### config.mk
export PLATFORM = sky130hd
export DESIGN_NAME = ax_sat_accum
export DESIGN_NICKNAME = d
export VERILOG_FILES = /design/src/rtl/ax_sat_accum_pkg.sv /design/src/rtl/ax_sat_accum_sat_add32.sv /design/src/rtl/ax_sat_accum.sv
export SDC_FILE = /design/constraint.sdc
export NUM_CORES = 1
export LEC_CHECK = 0
export ABC_AREA = 0
export CAP_MARGIN = 40
export CORE_ASPECT_RATIO = 0.6
export CORE_UTILIZATION = 58
export CTS_CLUSTER_DIAMETER = 150
export CTS_CLUSTER_SIZE = 16
export DETAILED_ROUTE_END_ITERATION = 16
export MAX_ROUTING_LAYER = met4
export PLACE_DENSITY = 0.95
export SYNTH_ARGS = -nofsm -noshare
export SYNTH_HDL_FRONTEND = slang
export SYNTH_SLANG_ARGS = --single-unit
### constraint.sdc
create_clock -name clk -period 9.1 [get_ports clk]
set_input_delay 1.82 -clock clk [delete_from_list [all_inputs] [get_ports clk]]
set_output_delay 1.82 -clock clk [all_outputs]
set_load 0.05 [all_outputs]
### src/rtl/ax_sat_accum_pkg.sv
// Shared definitions for the a*x multiplier stage and the saturating accumulator:
// data width, saturation rails and the accumulator state encoding.
package ax_sat_accum_pkg;

  localparam int unsigned DATA_W = 32;

  localparam logic [DATA_W-1:0] POS_MAX = 32'h7FFF_FFFF;
  localparam logic [DATA_W-1:0] NEG_MAX = 32'h8000_0000;

  typedef enum logic [1:0] {
    IDLE = 2'd0,
    ACC  = 2'd1,
    DONE = 2'd2
  } state_t;

endpackage

### src/rtl/ax_sat_accum_sat_add32.sv
// Combinational two's-complement add that clamps to POS_MAX/NEG_MAX on overflow;
// ovf flags that the clamp was applied.
module sat_add32
  import ax_sat_accum_pkg::*;
(
  input  logic [DATA_W-1:0] a,
  input  logic [DATA_W-1:0] b,
  output logic [DATA_W-1:0] y,
  output logic              ovf
);

  logic [DATA_W:0] sum;

  // One guard bit: the top two bits disagree exactly when the result left the 32-bit range.
  always_comb begin
    sum = {a[DATA_W-1], a} + {b[DATA_W-1], b};
    ovf = sum[DATA_W] != sum[DATA_W-1];
    if (ovf) begin
      y = sum[DATA_W] ? NEG_MAX : POS_MAX;
    end else begin
      y = sum[DATA_W-1:0];
    end
  end

endmodule

### src/rtl/ax_sat_accum.sv
// Accumulates N_TERMS saturated products per group and hands out one saturated sum.
// Optional sticky clamp flag on out_sat when AX_ACC_SATFLAG_EN is defined.
module ax_sat_accum
  import ax_sat_accum_pkg::*;
#(
  parameter int unsigned N_TERMS = 4,
  parameter int unsigned CNT_W   = 8
) (
  input  logic              clk,
  input  logic              rst_n,
  input  logic              in_valid,
  output logic              in_ready,
  input  logic [DATA_W-1:0] in_data,
  output logic              out_valid,
  input  logic              out_ready,
  output logic [DATA_W-1:0] out_data
`ifdef AX_ACC_SATFLAG_EN
  ,
  output logic              out_sat
`endif
);

  state_t            state, state_nxt;
  logic [DATA_W-1:0] acc, acc_nxt;
  logic [CNT_W-1:0]  cnt, cnt_nxt;
  logic [DATA_W-1:0] sum_c;
  logic              ovf_c;
  logic              accept_c;

  sat_add32 u_sat_add (
    .a   (acc),
    .b   (in_data),
    .y   (sum_c),
    .ovf (ovf_c)
  );

`ifdef AX_ACC_SATFLAG_EN
  logic sat_nxt;
`else
  logic unused_ovf;
  assign unused_ovf = ovf_c;
`endif

  // in_ready is registered from state, so accepts never depend on out_ready.
  assign accept_c = in_valid && in_ready;
  assign out_data = acc;

  always_comb begin
    state_nxt = state;
    acc_nxt   = acc;
    cnt_nxt   = cnt;
`ifdef AX_ACC_SATFLAG_EN
    sat_nxt   = out_sat;
`endif
    case (state)
      IDLE, ACC: begin
        if (accept_c) begin
          acc_nxt   = sum_c;
          cnt_nxt   = cnt + CNT_W'(1);
`ifdef AX_ACC_SATFLAG_EN
          sat_nxt   = out_sat | ovf_c;
`endif
          state_nxt = (cnt_nxt == CNT_W'(N_TERMS)) ? DONE : ACC;
        end
      end
      DONE: begin
        if (out_ready) begin
          state_nxt = IDLE;
          acc_nxt   = '0;
          cnt_nxt   = '0;
`ifdef AX_ACC_SATFLAG_EN
          sat_nxt   = 1'b0;
`endif
        end
      end
      default: begin
        state_nxt = IDLE;
        acc_nxt   = '0;
        cnt_nxt   = '0;
      end
    endcase
  end

  always_ff @(posedge clk) begin
    if (!rst_n) begin
      state     <= IDLE;
      acc       <= '0;
      cnt       <= '0;
      in_ready  <= 1'b0;
      out_valid <= 1'b0;
`ifdef AX_ACC_SATFLAG_EN
      out_sat   <= 1'b0;
`endif
    end else begin
      state     <= state_nxt;
      acc       <= acc_nxt;
      cnt       <= cnt_nxt;
      in_ready  <= (state_nxt != DONE);
      out_valid <= (state_nxt == DONE);
`ifdef AX_ACC_SATFLAG_EN
      out_sat   <= sat_nxt;
`endif
    end
  end

endmodule
== Yosys cells after proc, flatten, opt, wreduce, memory -nomap -nowiden ==
Index checks and enable logic that the tools add are counted.
Cells by class
  $add $sub $neg: 2
  div/mod/pow operators: 0
  eq/ne operators: 8
  mux-type cells: 12
  shifts and indexed selects: 0
  bitwise logic cells: 0
  multipliers: 0
  reductions and logical operators: 4
  order comparisons: 0
Operator list (number)
  2-to-1 mux 32 bit: 4
  case mux 32 bit (2 select lines): 1
  adder 32 x 32 -> 33 bit: 1
  2-to-1 mux 8 bit: 2
  case mux 8 bit (2 select lines): 1
  adder 8 x 1 -> 8 bit (second input constant): 1
  == test 8 x 3 -> 1 bit (second input constant): 1
  2-to-1 mux 2 bit: 3
  inequality test 2 bit (second input constant): 3
  == test 2 bit (second input constant): 2
  case mux 2 bit (2 select lines): 1
  == test 2 x 1 -> 1 bit (second input constant): 1
  zero test 2 bit: 1
  AND reduction 2 bit: 1
  OR reduction 2 bit: 1
  logical AND 1 bit: 1
  inequality test 1 bit: 1
Word-level totals
  memory bits (read-only): 0
  RAM bits: 0
  word-level logic and storage cells: 31
  memories kept: 0
  latch bits: 0
  register bits: 44

== Depth between registers and ports, before layout ==
  depth after elaboration: 6
  depth in mapped cells: 12

== Hierarchy ==
A second synthesis with hierarchy kept.
Second synthesis, totals
  cell total of the unflattened synthesis: 486
  area, all modules: 4065.1 um2
By module, submodules not included
  sat_add32: cells each 273, area an instance 2093.3 um2, seq. area each 0.0 um2, instances 1
  ax_sat_accum: cells each 213, area an instance 1971.9 um2, seq. area each 880.8 um2, instances 1

== Least setup slack after synthesis ==
OpenSTA, ideal clock, no wires.
  path kind: input -> register
  start point: input port in_data[0]
  end point: register acc[29] (netlist: out_data[29])
  library setup time: 131 ps
  data required time: 8969 ps
  data arrival time: 4080 ps
  stages: 12
  slack: 4889 ps
  path through: ha_1 fa_1 a21oi_1 o221ai_2 a211oi_2 o31ai_2 a31oi_1 nor2_2 xor2_2 buf_6 nor3_1 a211oi_2
On the way
  word-level cells in the longest chain between the ends: 5
Ends and longest elaborated chain
  start: declaration: RTL line ax_sat_accum.sv:13  | input logic [DATA_W-1:0] in_data,
  adder 32 x 32 -> 33 bit (*): RTL line ax_sat_accum_sat_add32.sv:16  | sum = {a[DATA_W-1], a} + {b[DATA_W-1], b};
  2-to-1 mux 32 bit or inequality test 1 bit (tied branches): RTL line ax_sat_accum_sat_add32.sv:19, ax_sat_accum_sat_add32.sv:17
  2-to-1 mux 32 bit (*): RTL line ax_sat_accum_sat_add32.sv:18  | if (ovf) begin
  2-to-1 mux 32 bit (*): RTL line ax_sat_accum.sv:57  | if (accept_c) begin
  case mux 32 bit (2 select lines) (*): RTL line ax_sat_accum.sv:55  | case (state)
  end signal: assignment: RTL line ax_sat_accum.sv:96  | acc <= acc_nxt;
  end: declaration: RTL line ax_sat_accum.sv:24  | logic [DATA_W-1:0] acc, acc_nxt;
Mark *: on every way between the ends. The rest lies on a longest branch, timed or not. The select of a mux whose other input is x is not followed.
A chain may end at the register's enable or synchronous reset.

== Final worst setup path ==
Same ends and word-level chain as after synthesis.

==> results.sh <==
export IMPL_vias=3958
export IMPL_postLayoutCellArea_mm2=0.00453
export IMPL_routedWlPerCell_um=16.5
export IMPL_grt_pass1_vias=3587
export IMPL_syn_inst=493
export IMPL_hold_slack_ns=0.476
export IMPL_viasPerCell=6.27
export IMPL_dieHeight_um=64.4
export IMPL_slew_violations=0
export IMPL_io_buffers=69
export IMPL_post_route_period_util_pct=57.0
export IMPL_crit_type="input port to flip-flop"
export IMPL_worstPathMaxFanout=17
export IMPL_final_cell_mix="69 x clkdlybuf4s50_1, 60 x nand2_1, 53 x o21ai_0"
export IMPL_critPathSlowestCell="xor2_2"
export IMPL_switchingPower_w=0.000322
export IMPL_htreeDepth=2
export IMPL_finalNetCount=617
export IMPL_rsz0062_at_grt="no"
export IMPL_clockBufferDepth=2
export IMPL_fill_cells=493
export IMPL_synth_largest_type_area_fraction_pct=23.4
export IMPL_insertedDiodeCount=0
export IMPL_grt_pass1_wl_mm=17.2
export IMPL_hold_viol_final=0
export IMPL_post_cts_buffers=0
export IMPL_antenna_found_initial=0
export IMPL_dieArea_mm2=0.00682
export IMPL_dpl_instance_area_mm2=0.00444
export IMPL_drc_errors=0
export IMPL_yosys_warnings=0
export IMPL_multiInputGateArea_mm2=0.00270
export IMPL_synth_top_cell_by_area="dfxtp_1"
export IMPL_p_int_w=0.000406
export IMPL_crit_path_end_kind="flip-flop"
export IMPL_drt_iter0_drc=333
export IMPL_die_x_um=106
export IMPL_cap_viol_max_count=0
export IMPL_initial_core_util_pct=60.7
export IMPL_power_frac_clock_pct=18.0
export IMPL_path_clk_slew_ns=0.09
export IMPL_power_frac_seq_pct=31.1
export IMPL_routed_wl_mm=10.4
export IMPL_ys_ff_latch=44
export IMPL_crit_top_cell="a211oi_2"
export IMPL_avgSynthCellArea_um2=7.62
export IMPL_max_freq_mhz=193
export IMPL_cts_root_buf="clkbuf_8"
export IMPL_synth_area_leaders="dfxtp_1 23%, ha_1 11%, o21ai_0 7.1%"
export IMPL_min_period_ns=5.19
export IMPL_drt_antenna_violating_nets=0
export IMPL_slew_headroom_pct=53.7
export IMPL_syn_nets=564
export IMPL_syn_cell_area_mm2=0.00376
export IMPL_swShare_pct=44.2
export IMPL_clk_latency_ns=0.31
export IMPL_gr_total_overflow=0
export IMPL_skew_ns=0.00572
export IMPL_grt_max_degree=37
export IMPL_status="finished, final reports clean"
export IMPL_core_area_mm2=0.00619
export IMPL_cp_required_ns=9.34
export IMPL_place_congestion=0.988
export IMPL_hold_class="flip-flop to flip-flop"
export IMPL_path_cells="clkdlybuf4s50_1 -> ha_1 -> fa_1 -> a21oi_1 -> o221ai_2 -> a211oi_2 -> o31ai_2 -> a31oi_1 -> nor2_2 -> xor2_2 -> buf_4 -> nor3_1 -> a211oi_2"
export IMPL_tightestPinTransition_ns=0.694
export IMPL_seq_area_frac_synth_pct=23.4
export IMPL_grt_usage_pct=32.7
export IMPL_p_leak_nw=1.86
export IMPL_first_pass_iters=5
export IMPL_async_flop_share_pct=0
export IMPL_cp_arrival_ns=5.43
export IMPL_p_per_area_mw_per_mm2=161
export IMPL_drive_gt1_share_pct=5.12
export IMPL_synth_edf_count=0
export IMPL_p_total_w=0.000728
export IMPL_max_stage_delay_ns=0.56
export IMPL_combPwrFrac_pct=50.9
export IMPL_start_kind="input port"
export IMPL_yosys_cell_types_count=56
export IMPL_cts_tree="built"
export IMPL_peakVddDrop_uv=116
export IMPL_final_common_cell="clkdlybuf4s50_1"
export IMPL_finalSetupViolCount=0
export IMPL_register_area_um2=881
export IMPL_area_growth_pct=20.6
export IMPL_io_pins=70
export IMPL_cts_buffers=5
export IMPL_rows=22
export IMPL_cts_hold_buffers_added=0
export IMPL_fin_tns_setup_ns=0
export IMPL_dp_hpwl_mm=7.91
export IMPL_synth_flop_cell="dfxtp_1"
export IMPL_cts_resized=0
export IMPL_cts_num_sinks=44
[state kept, by name (all words and copies together), names as in the netlist]
name       flops
state          2
out_valid      1
in_ready       1
cnt            8
out_data      32
[final timing paths]
check	slack, ns	cells past startpoint	endpoint	from
worst min register to register	0.48	2	out_data[26]	out_data[26]
worst max-delay path	3.91	13	out_data[29]	in_data[0]
worst max register to register	5.51	12	out_data[29]	out_data[0]
worst min-delay path	0.48	2	out_data[26]	out_data[26]
[cell usage after synthesis, drive strengths merged, types with 2 or more instances]
| master | number |
|---|---|
| a211oi | 6 |
| a21boi | 23 |
| a21o | 15 |
| a21oi | 43 |
| a22oi | 4 |
| a311oi | 2 |
| a31oi | 7 |
| and2 | 8 |
| and3 | 12 |
| buf | 15 |
| clkbuf | 11 |
| dfxtp | 44 |
| ha | 34 |
| inv | 10 |
| nand2 | 61 |
| nand2b | 2 |
| nand3 | 5 |
| nand4 | 9 |
| nand4b | 4 |
| nor2 | 38 |
| nor2b | 9 |
| nor3 | 6 |
| nor3b | 2 |
| o211ai | 4 |
| o21a | 3 |
| o21ai | 64 |
| o21bai | 4 |
| or2 | 2 |
| xnor2 | 18 |
| xor2 | 12 |
[kinds of logic (layout without fill, tap and decap cells)]
family / after synthesis / after routing / share of synthesized area, %
AOI/OAI and AO/OA: 185 / 185 / 31.7
buffers and inverters: 36 / 90 / 4.79
and+or+nand+nor: 162 / 162 / 20.7
DFF: 44 / 44 / 23.4
xor gates and xnor gates: 30 / 30 / 7.19
adders and majority gates: 35 / 35 / 11.9
muxes: 1 / 1 / 0.399
[metrics by stage]
step	utilization (%)	std cells	setup slack, ns
2_1_floorplan	-	493	4.89
3_3_place_gp	71.5	622	3.81
3_5_place_dp	71.7	623	3.63
4_1_cts	73.2	631	3.92
5_1_grt	73.2	631	3.64
6_report	73.2	631	3.91
[power groups by stage]
stage	Clock, W	Sequential (W)	Combinational, W
detailed placement	0	0.000230	0.000361
global route	0.000143	0.000229	0.000398
finish	0.000131	0.000226	0.000371
global placement	0	0.000229	0.000352
floorplan	0	0.000286	0.000209
CTS	0.000129	0.000226	0.000363
[critical path, delay by kind of cell]
kind / cells / cell delay (ns)
buffers and inverters: 2 / 0.75
XOR/XNOR: 1 / 0.56
AND/OR/NAND/NOR: 2 / 0.19
adder cells (fa/ha/maj): 2 / 0.65
AO/OA/AOI/OAI: 6 / 1.42
[area by class of cell]
cell class,instances,share of cell area [%]
repair buffers,72,15.9
clock inverters,3,0.524
well taps,84,2.32
multi-input cells,413,59.5
clock buffers,5,1.52
flip-flops and latches,44,19.4
inverters,10,0.828
[layer usage]
metal  routed length, um  GRT usage [%]  up-vias
li1                    -              -     1884
met5                   0              -        -
met3                1140           5.71       19
met1                4820           46.3     1823
met4                 119           6.94        0
met2                4350           48.4      232
Power figures use the tool's default switching activity.
